**src/rtl/pc_fetch_seq_if.sv**
```systemverilog
// pc_fetch_seq_if
//   Bundles the fetch sequencer's memory, decode and PC-compute signals.
//   master : the fetch sequencer (drives PC, memory request, held instruction).
//   slave  : the environment (memory, decode, PC-compute stage).
//   Signals:
//     next_pc    PC_W  next PC from PC-compute stage (meaningful while inst_valid)
//     cur_pc     PC_W  current PC to PC-compute stage
//     imem_addr  PC_W  instruction memory address
//     imem_req   1     fetch request
//     imem_rdata PC_W  instruction word from memory
//     imem_valid 1     imem_rdata valid this cycle
//     inst       PC_W  held instruction to decode
//     inst_pc    PC_W  PC of held instruction
//     inst_valid 1     inst/inst_pc valid
//     inst_ready 1     decode accepts inst this cycle
//     halted     1     halt instruction retired
//     retired    16    count of accepted instructions, wraps
interface pc_fetch_seq_if #(
    parameter int PC_W = 16
);
    logic [PC_W-1:0] next_pc;
    logic [PC_W-1:0] cur_pc;
    logic [PC_W-1:0] imem_addr;
    logic            imem_req;
    logic [PC_W-1:0] imem_rdata;
    logic            imem_valid;
    logic [PC_W-1:0] inst;
    logic [PC_W-1:0] inst_pc;
    logic            inst_valid;
    logic            inst_ready;
    logic            halted;
    logic [15:0]     retired;

    modport master (
        input  next_pc,
        output cur_pc,
        output imem_addr,
        output imem_req,
        input  imem_rdata,
        input  imem_valid,
        output inst,
        output inst_pc,
        output inst_valid,
        input  inst_ready,
        output halted,
        output retired
    );

    modport slave (
        output next_pc,
        input  cur_pc,
        input  imem_addr,
        input  imem_req,
        output imem_rdata,
        output imem_valid,
        input  inst,
        input  inst_pc,
        input  inst_valid,
        output inst_ready,
        input  halted,
        input  retired
    );
endinterface

```
**src/rtl/pc_fetch_seq.sv**
```systemverilog
// pc_fetch_seq
//   Owns the architectural PC and sequences instruction fetch for the
//   single-issue core: requests one word at a time from instruction memory,
//   holds it for decode under a valid/ready handshake, takes the next PC from
//   the PC-compute stage on accept, and stops permanently on a halt opcode.
//   Ports:
//     clk    in  system clock, rising edge
//     rst_n  in  asynchronous active-low reset
//     bus    master side of pc_fetch_seq_if (memory, decode, PC loop)
module pc_fetch_seq #(
    parameter int              PC_W       = 16,
    parameter logic [PC_W-1:0] RESET_PC   = '0,
    parameter logic [3:0]      HLT_OPCODE = 4'hF
) (
    input  logic          clk,
    input  logic          rst_n,
    pc_fetch_seq_if.master bus
);

    typedef enum logic [1:0] {
        BOOT  = 2'd0,
        FETCH = 2'd1,
        HOLD  = 2'd2,
        HALT  = 2'd3
    } state_t;

    state_t          state_q,   state_d;
    logic [PC_W-1:0] pc_q,      pc_d;
    logic [PC_W-1:0] inst_q,    inst_d;
    logic [PC_W-1:0] inst_pc_q, inst_pc_d;
    logic [15:0]     retired_q, retired_d;

    // PC is halfword aligned; bit 0 of any incoming target is dropped.
    function automatic logic [PC_W-1:0] align_halfword(input logic [PC_W-1:0] addr);
        return addr & ~{{(PC_W-1){1'b0}}, 1'b1};
    endfunction

    // ---- State registers ----
    always_ff @(posedge clk or negedge rst_n) begin
        if (!rst_n) begin
            state_q   <= BOOT;
            pc_q      <= RESET_PC;
            inst_q    <= '0;
            inst_pc_q <= '0;
            retired_q <= '0;
        end else begin
            state_q   <= state_d;
            pc_q      <= pc_d;
            inst_q    <= inst_d;
            inst_pc_q <= inst_pc_d;
            retired_q <= retired_d;
        end
    end

    // ---- Next-state logic ----
    always_comb begin
        state_d   = state_q;
        pc_d      = pc_q;
        inst_d    = inst_q;
        inst_pc_d = inst_pc_q;
        retired_d = retired_q;

        case (state_q)
            // One idle cycle after reset release before the first request.
            BOOT: state_d = FETCH;

            FETCH: begin
                if (bus.imem_valid) begin
                    inst_d    = bus.imem_rdata;
                    inst_pc_d = pc_q;
                    state_d   = HOLD;
                end
            end

            HOLD: begin
                if (bus.inst_ready) begin
                    retired_d = retired_q + 16'd1;
                    // A halt retires but leaves the PC where it is.
                    if (inst_q[PC_W-1 -: 4] == HLT_OPCODE) begin
                        state_d = HALT;
                    end else begin
                        pc_d    = align_halfword(bus.next_pc);
                        state_d = FETCH;
                    end
                end
            end

            HALT: state_d = HALT;

            default: state_d = BOOT;
        endcase
    end

    // ---- Outputs: registered state or decoded from state ----
    assign bus.cur_pc     = pc_q;
    assign bus.imem_addr  = pc_q;
    assign bus.imem_req   = (state_q == FETCH);
    assign bus.inst       = inst_q;
    assign bus.inst_pc    = inst_pc_q;
    assign bus.inst_valid = (state_q == HOLD);
    assign bus.halted     = (state_q == HALT);
    assign bus.retired    = retired_q;

endmodule

```
**src/flat_wrapper.sv**
```systemverilog
// flat-port wrapper written by rule: the top's interface ports become plain ports
module pc_fetch_seq_flat 
#(
    parameter int              PC_W       = 16,
    parameter logic [PC_W-1:0] RESET_PC   = '0,
    parameter logic [3:0]      HLT_OPCODE = 4'hF
)
  (clk, rst_n, bus_next_pc, bus_cur_pc, bus_imem_addr, bus_imem_req, bus_imem_rdata, bus_imem_valid, bus_inst, bus_inst_pc, bus_inst_valid, bus_inst_ready, bus_halted, bus_retired);
  pc_fetch_seq_if #(.PC_W(PC_W)) bus_i ();
  input  logic clk;
  input  logic rst_n;
  input wire logic [$bits(bus_i.next_pc)-1:0] bus_next_pc;
  output wire logic [$bits(bus_i.cur_pc)-1:0] bus_cur_pc;
  output wire logic [$bits(bus_i.imem_addr)-1:0] bus_imem_addr;
  output wire logic [$bits(bus_i.imem_req)-1:0] bus_imem_req;
  input wire logic [$bits(bus_i.imem_rdata)-1:0] bus_imem_rdata;
  input wire logic [$bits(bus_i.imem_valid)-1:0] bus_imem_valid;
  output wire logic [$bits(bus_i.inst)-1:0] bus_inst;
  output wire logic [$bits(bus_i.inst_pc)-1:0] bus_inst_pc;
  output wire logic [$bits(bus_i.inst_valid)-1:0] bus_inst_valid;
  input wire logic [$bits(bus_i.inst_ready)-1:0] bus_inst_ready;
  output wire logic [$bits(bus_i.halted)-1:0] bus_halted;
  output wire logic [$bits(bus_i.retired)-1:0] bus_retired;
  assign bus_i.next_pc = bus_next_pc;
  assign bus_cur_pc = bus_i.cur_pc;
  assign bus_imem_addr = bus_i.imem_addr;
  assign bus_imem_req = bus_i.imem_req;
  assign bus_i.imem_rdata = bus_imem_rdata;
  assign bus_i.imem_valid = bus_imem_valid;
  assign bus_inst = bus_i.inst;
  assign bus_inst_pc = bus_i.inst_pc;
  assign bus_inst_valid = bus_i.inst_valid;
  assign bus_i.inst_ready = bus_inst_ready;
  assign bus_halted = bus_i.halted;
  assign bus_retired = bus_i.retired;
  pc_fetch_seq #(.PC_W(PC_W), .RESET_PC(RESET_PC), .HLT_OPCODE(HLT_OPCODE)) u_core (.clk(clk), .rst_n(rst_n), .bus(bus_i));
endmodule
```
**config.mk**
```make
export PLATFORM = sky130hd
export DESIGN_NAME = pc_fetch_seq_flat
export DESIGN_NICKNAME = d
export VERILOG_FILES = /design/src/rtl/pc_fetch_seq_if.sv /design/src/rtl/pc_fetch_seq.sv /design/src/flat_wrapper.sv
export SDC_FILE = /design/constraint.sdc
export NUM_CORES = 1
export LEC_CHECK = 0
export BUFFER_PORTS_ARGS = -buffer_cell sky130_fd_sc_hd__buf_2
export CORE_UTILIZATION = 49
export CTS_BUF_LIST = sky130_fd_sc_hd__clkbuf_4
export DETAILED_ROUTE_END_ITERATION = 6
export PLACE_DENSITY = 0.9
export SYNTH_ARGS = -nofsm -noshare
export SYNTH_HDL_FRONTEND = slang
export SYNTH_SLANG_ARGS = --single-unit
```
**constraint.sdc**
```tcl
create_clock -name clk -period 2 [get_ports clk]
set_input_delay 0.4 -clock clk [delete_from_list [all_inputs] [get_ports clk]]
set_output_delay 0.4 -clock clk [all_outputs]
set_load 0.05 [all_outputs]
```
======== Yosys cells after proc, flatten, opt, wreduce, memory -nomap -nowiden ========
Index checks and enable logic that the tools add are counted.
storage, ports and cells
  word-level logic and storage cells ...... 22
  bits in registers ....................... 64
operators by class
  $add $sub $neg .......................... 1
  bitwise gates (word level) .............. 1
  equal/unequal tests ..................... 6
  multiplexer cells ....................... 4
  reductions and logical operators ........ 5
operators by type and width
  operator                                               number
  adder 16 x 1 -> 16 bit, second input constant          1
  case mux 2 bit (4 select lines)                        1
  two-way mux 2 bit                                      3
  AND reduction 2 bit                                    3
  equality test 2 bit, second input constant             2
  equality test 4 bit, second input constant             1
  inequality test 2 x 1 -> 1 bit, second input constant  2
  AND reduction 3 bit                                    1
  equality test 2 x 1 -> 1 bit, second input constant    1
  zero test 2 bit                                        1
  NOT 1 bit                                              1

======== Depth between registers and ports, before layout ========
  word-level depth ........................ 4
  gate-level depth with buffers ........... 6

======== Worst setup path after synthesis ========
OpenSTA, ideal clock, no wires.
  kind .................................... register to register
  start point ............................. register u_core.retired_q[0], in the netlist u_core.bus.retired[0]
  end point ............................... register u_core.retired_q[12], in the netlist u_core.bus.retired[12]
  stages on the path, launching flop included .. 6
  setup slack ............................. 0.228 ns
  clock period less this slack ............ 1.772 ns
  setup time .............................. 0.141 ns
  arrival time ............................ 1.631 ns
  cells stage by stage .................... dfrtp_1 > ha_1 > nand2_1 > nor4_2 > nand3_1 > xnor2_1
between the ends
  longest elaborated chain between the ends .. 1
ends and longest elaborated chain
  what                      line                source
  start: declaration        pc_fetch_seq.sv:31  logic [15:0] retired_q, retired_d;
  start signal: assignment  pc_fetch_seq.sv:51  retired_q <= retired_d;
  adder 16 x 1 -> 16 bit    pc_fetch_seq.sv:77  retired_d = retired_q + 16'd1;
Every way passes these cells.
A chain may end at the register's enable or synchronous reset.

======== Worst setup path after layout ========
  start point ............................. register u_core.state_q[1]
  end point ............................... output port bus_imem_req
between the ends
  longest elaborated chain between the ends .. 1
ends and longest elaborated chain
  what                          line                source
  start: declaration            pc_fetch_seq.sv:27  state_t state_q, state_d;
  start signal: assignment      pc_fetch_seq.sv:47  state_q <= state_d;
  equality test 2 x 1 -> 1 bit  pc_fetch_seq.sv:97  assign bus.imem_req = (state_q == FETCH);
  end: declaration              flat_wrapper.sv:15  output wire logic [$bits(bus_i.imem_req)-1:0] bus_imem_req;
Every way passes these cells.

==> metrics.log <==
[metrics] sinks on the clock net: 64
[metrics] H-Tree Level Count: 3
[metrics] total of flip-flops plus latches after synthesis: 64
[metrics] clock network latency to the later pin of the worst-skew pair: 0.40 ns
[metrics] combinational family with the most area after synthesis: multiplexers
[metrics] number of I/O port buffers: approximately 110
[metrics] Crit Reg-Reg Endpoint: u_core.bus.inst_pc[8]
[metrics] number of placed instances with taps included: approximately 350
[metrics] synthesized instance count: 189
[metrics] kind of capture point of the worst setup path: primary output
[metrics] final critical delay including setup and external delays: about 1.8 ns
[metrics] fraction of final layout cells sized beyond drive strength 1: about three fifths
[metrics] antenna violation net count after detailed routing: 0
[metrics] post-detailed-placement half-perimeter wirelength: 3760 microns
[metrics] GR Util met2: between 30% and 40%
[metrics] register area share after synthesis: 58.7%
[metrics] Area Overhead vs Synth: 24.4%
[metrics] Worst Hold Class: input pin to register
[metrics] number of antenna violations at the first check in global routing: 0
[metrics] portion of netlist area occupied by mux cells: about a fifth
[metrics] clock edge transition at the registers on the reported setup and hold paths: around 0.11 ns
[metrics] vias per cell: ~4.9
[metrics] Worst Hold End: u_core.bus.inst[5]
[metrics] Max Cap Viol: 0
[metrics] number of I/O pins: ~120
[metrics] pin count of the biggest net entering global routing: 65
[metrics] total vias in the final route: 1,804
[metrics] drt wl/cell: ~14 microns
[metrics] worst clock skew on the final layout: 0.0115 ns
[metrics] met3 track demand over resource in global routing: about 7%
[metrics] most used cells in the layout excluding fill and tap cells: buf_2 (114), dfrtp_1 (64), mux2_2 (37)
[metrics] required time of the critical path: 1.60 ns
[metrics] First DRT Iteration DRCs: 51
[metrics] Final Hold Vio Count: 0
[metrics] maximum number of buffers from clock root to sink: 2
[metrics] Worst setup SP type: register
[metrics] type of the worst setup path: register to primary output
[metrics] Post-route DRC: 0
[metrics] core outline area: 0.00524 sq mm
[metrics] Synth Area in Adders: less than 1%
[metrics] Post-Synthesis Mean Instance Area: between 10 and 15 sq um
[metrics] Final Slew Violations: 0
[metrics] Total Negative Setup Slacks: 0 ns
[metrics] xor/xnor share of the synthesized area: 4.82%
[metrics] total CTS buffers: 9
[metrics] post-route clock period utilization: between 80% and 90%
[metrics] count of final setup violators: 0
[metrics] total track usage: between 10% and 20%
[metrics] placed cell areas: around 0.0033 sq mm
[metrics] distinct cell type count after synthesis: 29
[metrics] beginning of the worst register-to-register path: u_core.state_q[0]
[metrics] result of the run: finished, final reports clean
[metrics] post_cts resized: 0
[metrics] post-synthesis cell area: ~0.0027 sq mm
[metrics] DR pass1 iterations: 4
[metrics] Worst Hold Launch: bus_imem_rdata[5]
[metrics] number of cells in the finished layout apart from fillers: 371
[metrics] vertical extent of the die: 76.6 microns
[metrics] overall routed net length: between 5000 and 6000 microns
[metrics] Final Cell Area: approximately 0.0034 sq mm
[metrics] die width: between 70 and 80 microns
[metrics] critical path fanouts, max: 6
[metrics] launching instance or port of the critical path: u_core.state_q[1]
[metrics] most common cell after layout, fill and taps aside: buf_2
[metrics] clock tree from TritonCTS: built
[metrics] worst setup slack for register-to-register paths: between 0.3 and 0.4 ns
[metrics] nets@finish: ~330
[metrics] number of hold buffers added after cts: 1
[metrics] Clk Tree Root Cell: clkbuf_4
[metrics] grt total ovfl: 0
[metrics] met1 GRT Util: a little under a quarter
[metrics] area share of and/or/nand/nor cells after synthesis: under 10%
[metrics] Post-CTS Setup Repair Bufs: 0
[metrics] Worst Hold Path Cells: 2
[metrics] Max Clock Freq: around 570 MHz
[metrics] layer with the highest usage: met2
[metrics] die outline area: 0.00587 sq mm
[metrics] synth warn: 0
[metrics] diode count: 0
[metrics] vias in the first global route: 1,855
[metrics] gpl congestion: 0.762
[metrics] depth of the most critical reg-to-reg path: 4
[metrics] fraction of the mapped netlist area in compound gates: less than 1%
[metrics] endpoint arrival time on the critical path: roughly 1.4 ns
[metrics] fill count: just over 400
[metrics] global-route wire length before repair: around 8700 microns
[metrics] row count: 26
[metrics] RSZ-0062 raised after global routing: no
[metrics] initial core utilization: 52.1%
==> worst max-delay path, cell delays in order, from the launching register on <==
cell and delay (ns):
dfrtp_1 0.45, and2b_2 0.24, buf_2 0.26
==> per-stage QoR <==
step	worst slack (ns)	hold WS, ns	util (%)
final	0.248	0.221	64.8
after global routing	0.183	0.186	64.8
after CTS	0.221	0.198	64.8
after detailed placement	0.412	0.442	62.1
after global placement	0.445	0.434	62.1
after floorplan	0.228	0.104	-
==> cell families (layout without fill, tap and decap cells) <==
family / count (synthesis) / after routing
adder cells (fa/ha/maj): 1 / 1
AO/OA/AOI/OAI: 3 / 3
AND/OR/NAND/NOR: 34 / 34
buffers and inverters: 24 / 134
XOR/XNOR: 15 / 15
multiplexers: 47 / 47
flip-flops: 64 / 64
other: 1 / 3
==> routing by layer <==
| layer | up-vias | part of all wire (%) | wire, microns |
|---|---|---|---|
| li1 | 844 | - | - |
| met1 | 869 | 42 | 2230 |
| met2 | 84 | 49 | 2600 |
| met3 | 7 | 7.6 | 401 |
| met4 | 0 | 1.3 | 67 |
| met5 | - | 0 | 0 |
==> worst max path at each step <==
stage	to	slack [ns]	depth (start not counted)
floorplan	u_core.bus.retired[12]	0.23	5
global placement	u_core.bus.retired[12]	0.44	5
detailed placement	u_core.bus.inst_pc[8]	0.41	4
CTS	bus_imem_req	0.22	2
global route	bus_imem_req	0.18	2
finish	bus_imem_req	0.25	2
==> sequential cells by signal, summed over array words and instances (netlist names) <==
name                flops
u_core.bus.inst        16
u_core.bus.inst_pc     15
u_core.state_q          2
u_core.bus.retired     16
u_core.bus.cur_pc      15
==> final cells by class <==
class	instances	area [sq um]	share of cell area [%]
inverter	1	3.75	0.111
clock buffer	9	67.6	1.99
multi-input combinational	103	948	28.0
tap	70	87.6	2.58
timing repair buffer	117	621	18.3
sequential	64	1600	47.2
clock inverter	7	62.6	1.84
==> cell usage after synthesis, drive strengths merged <==
cell type  count  area (sq um)
nand3          5          25.0
mux2          47           567
xnor2         11          96.3
nor2           5          18.8
o22a           1          8.76
nand4b         1          8.76
or2            1          6.26
conb           1          3.75
and2           2          16.3
xor2           4          35.0
nor4           1          12.5
nand4          5          31.3
ha             1          12.5
nor2b          1          13.8
and3           2          12.5
and4           1          8.76
dfrtp         64          1600
and2b          1          8.76
o31a           1          8.76
a21oi          1          5.00
inv            1          3.75
buf           23           181
nand2          9          41.3
Power is not shown: default switching activity piles up to over one toggle a cycle in this logic, so the estimate is an artifact.
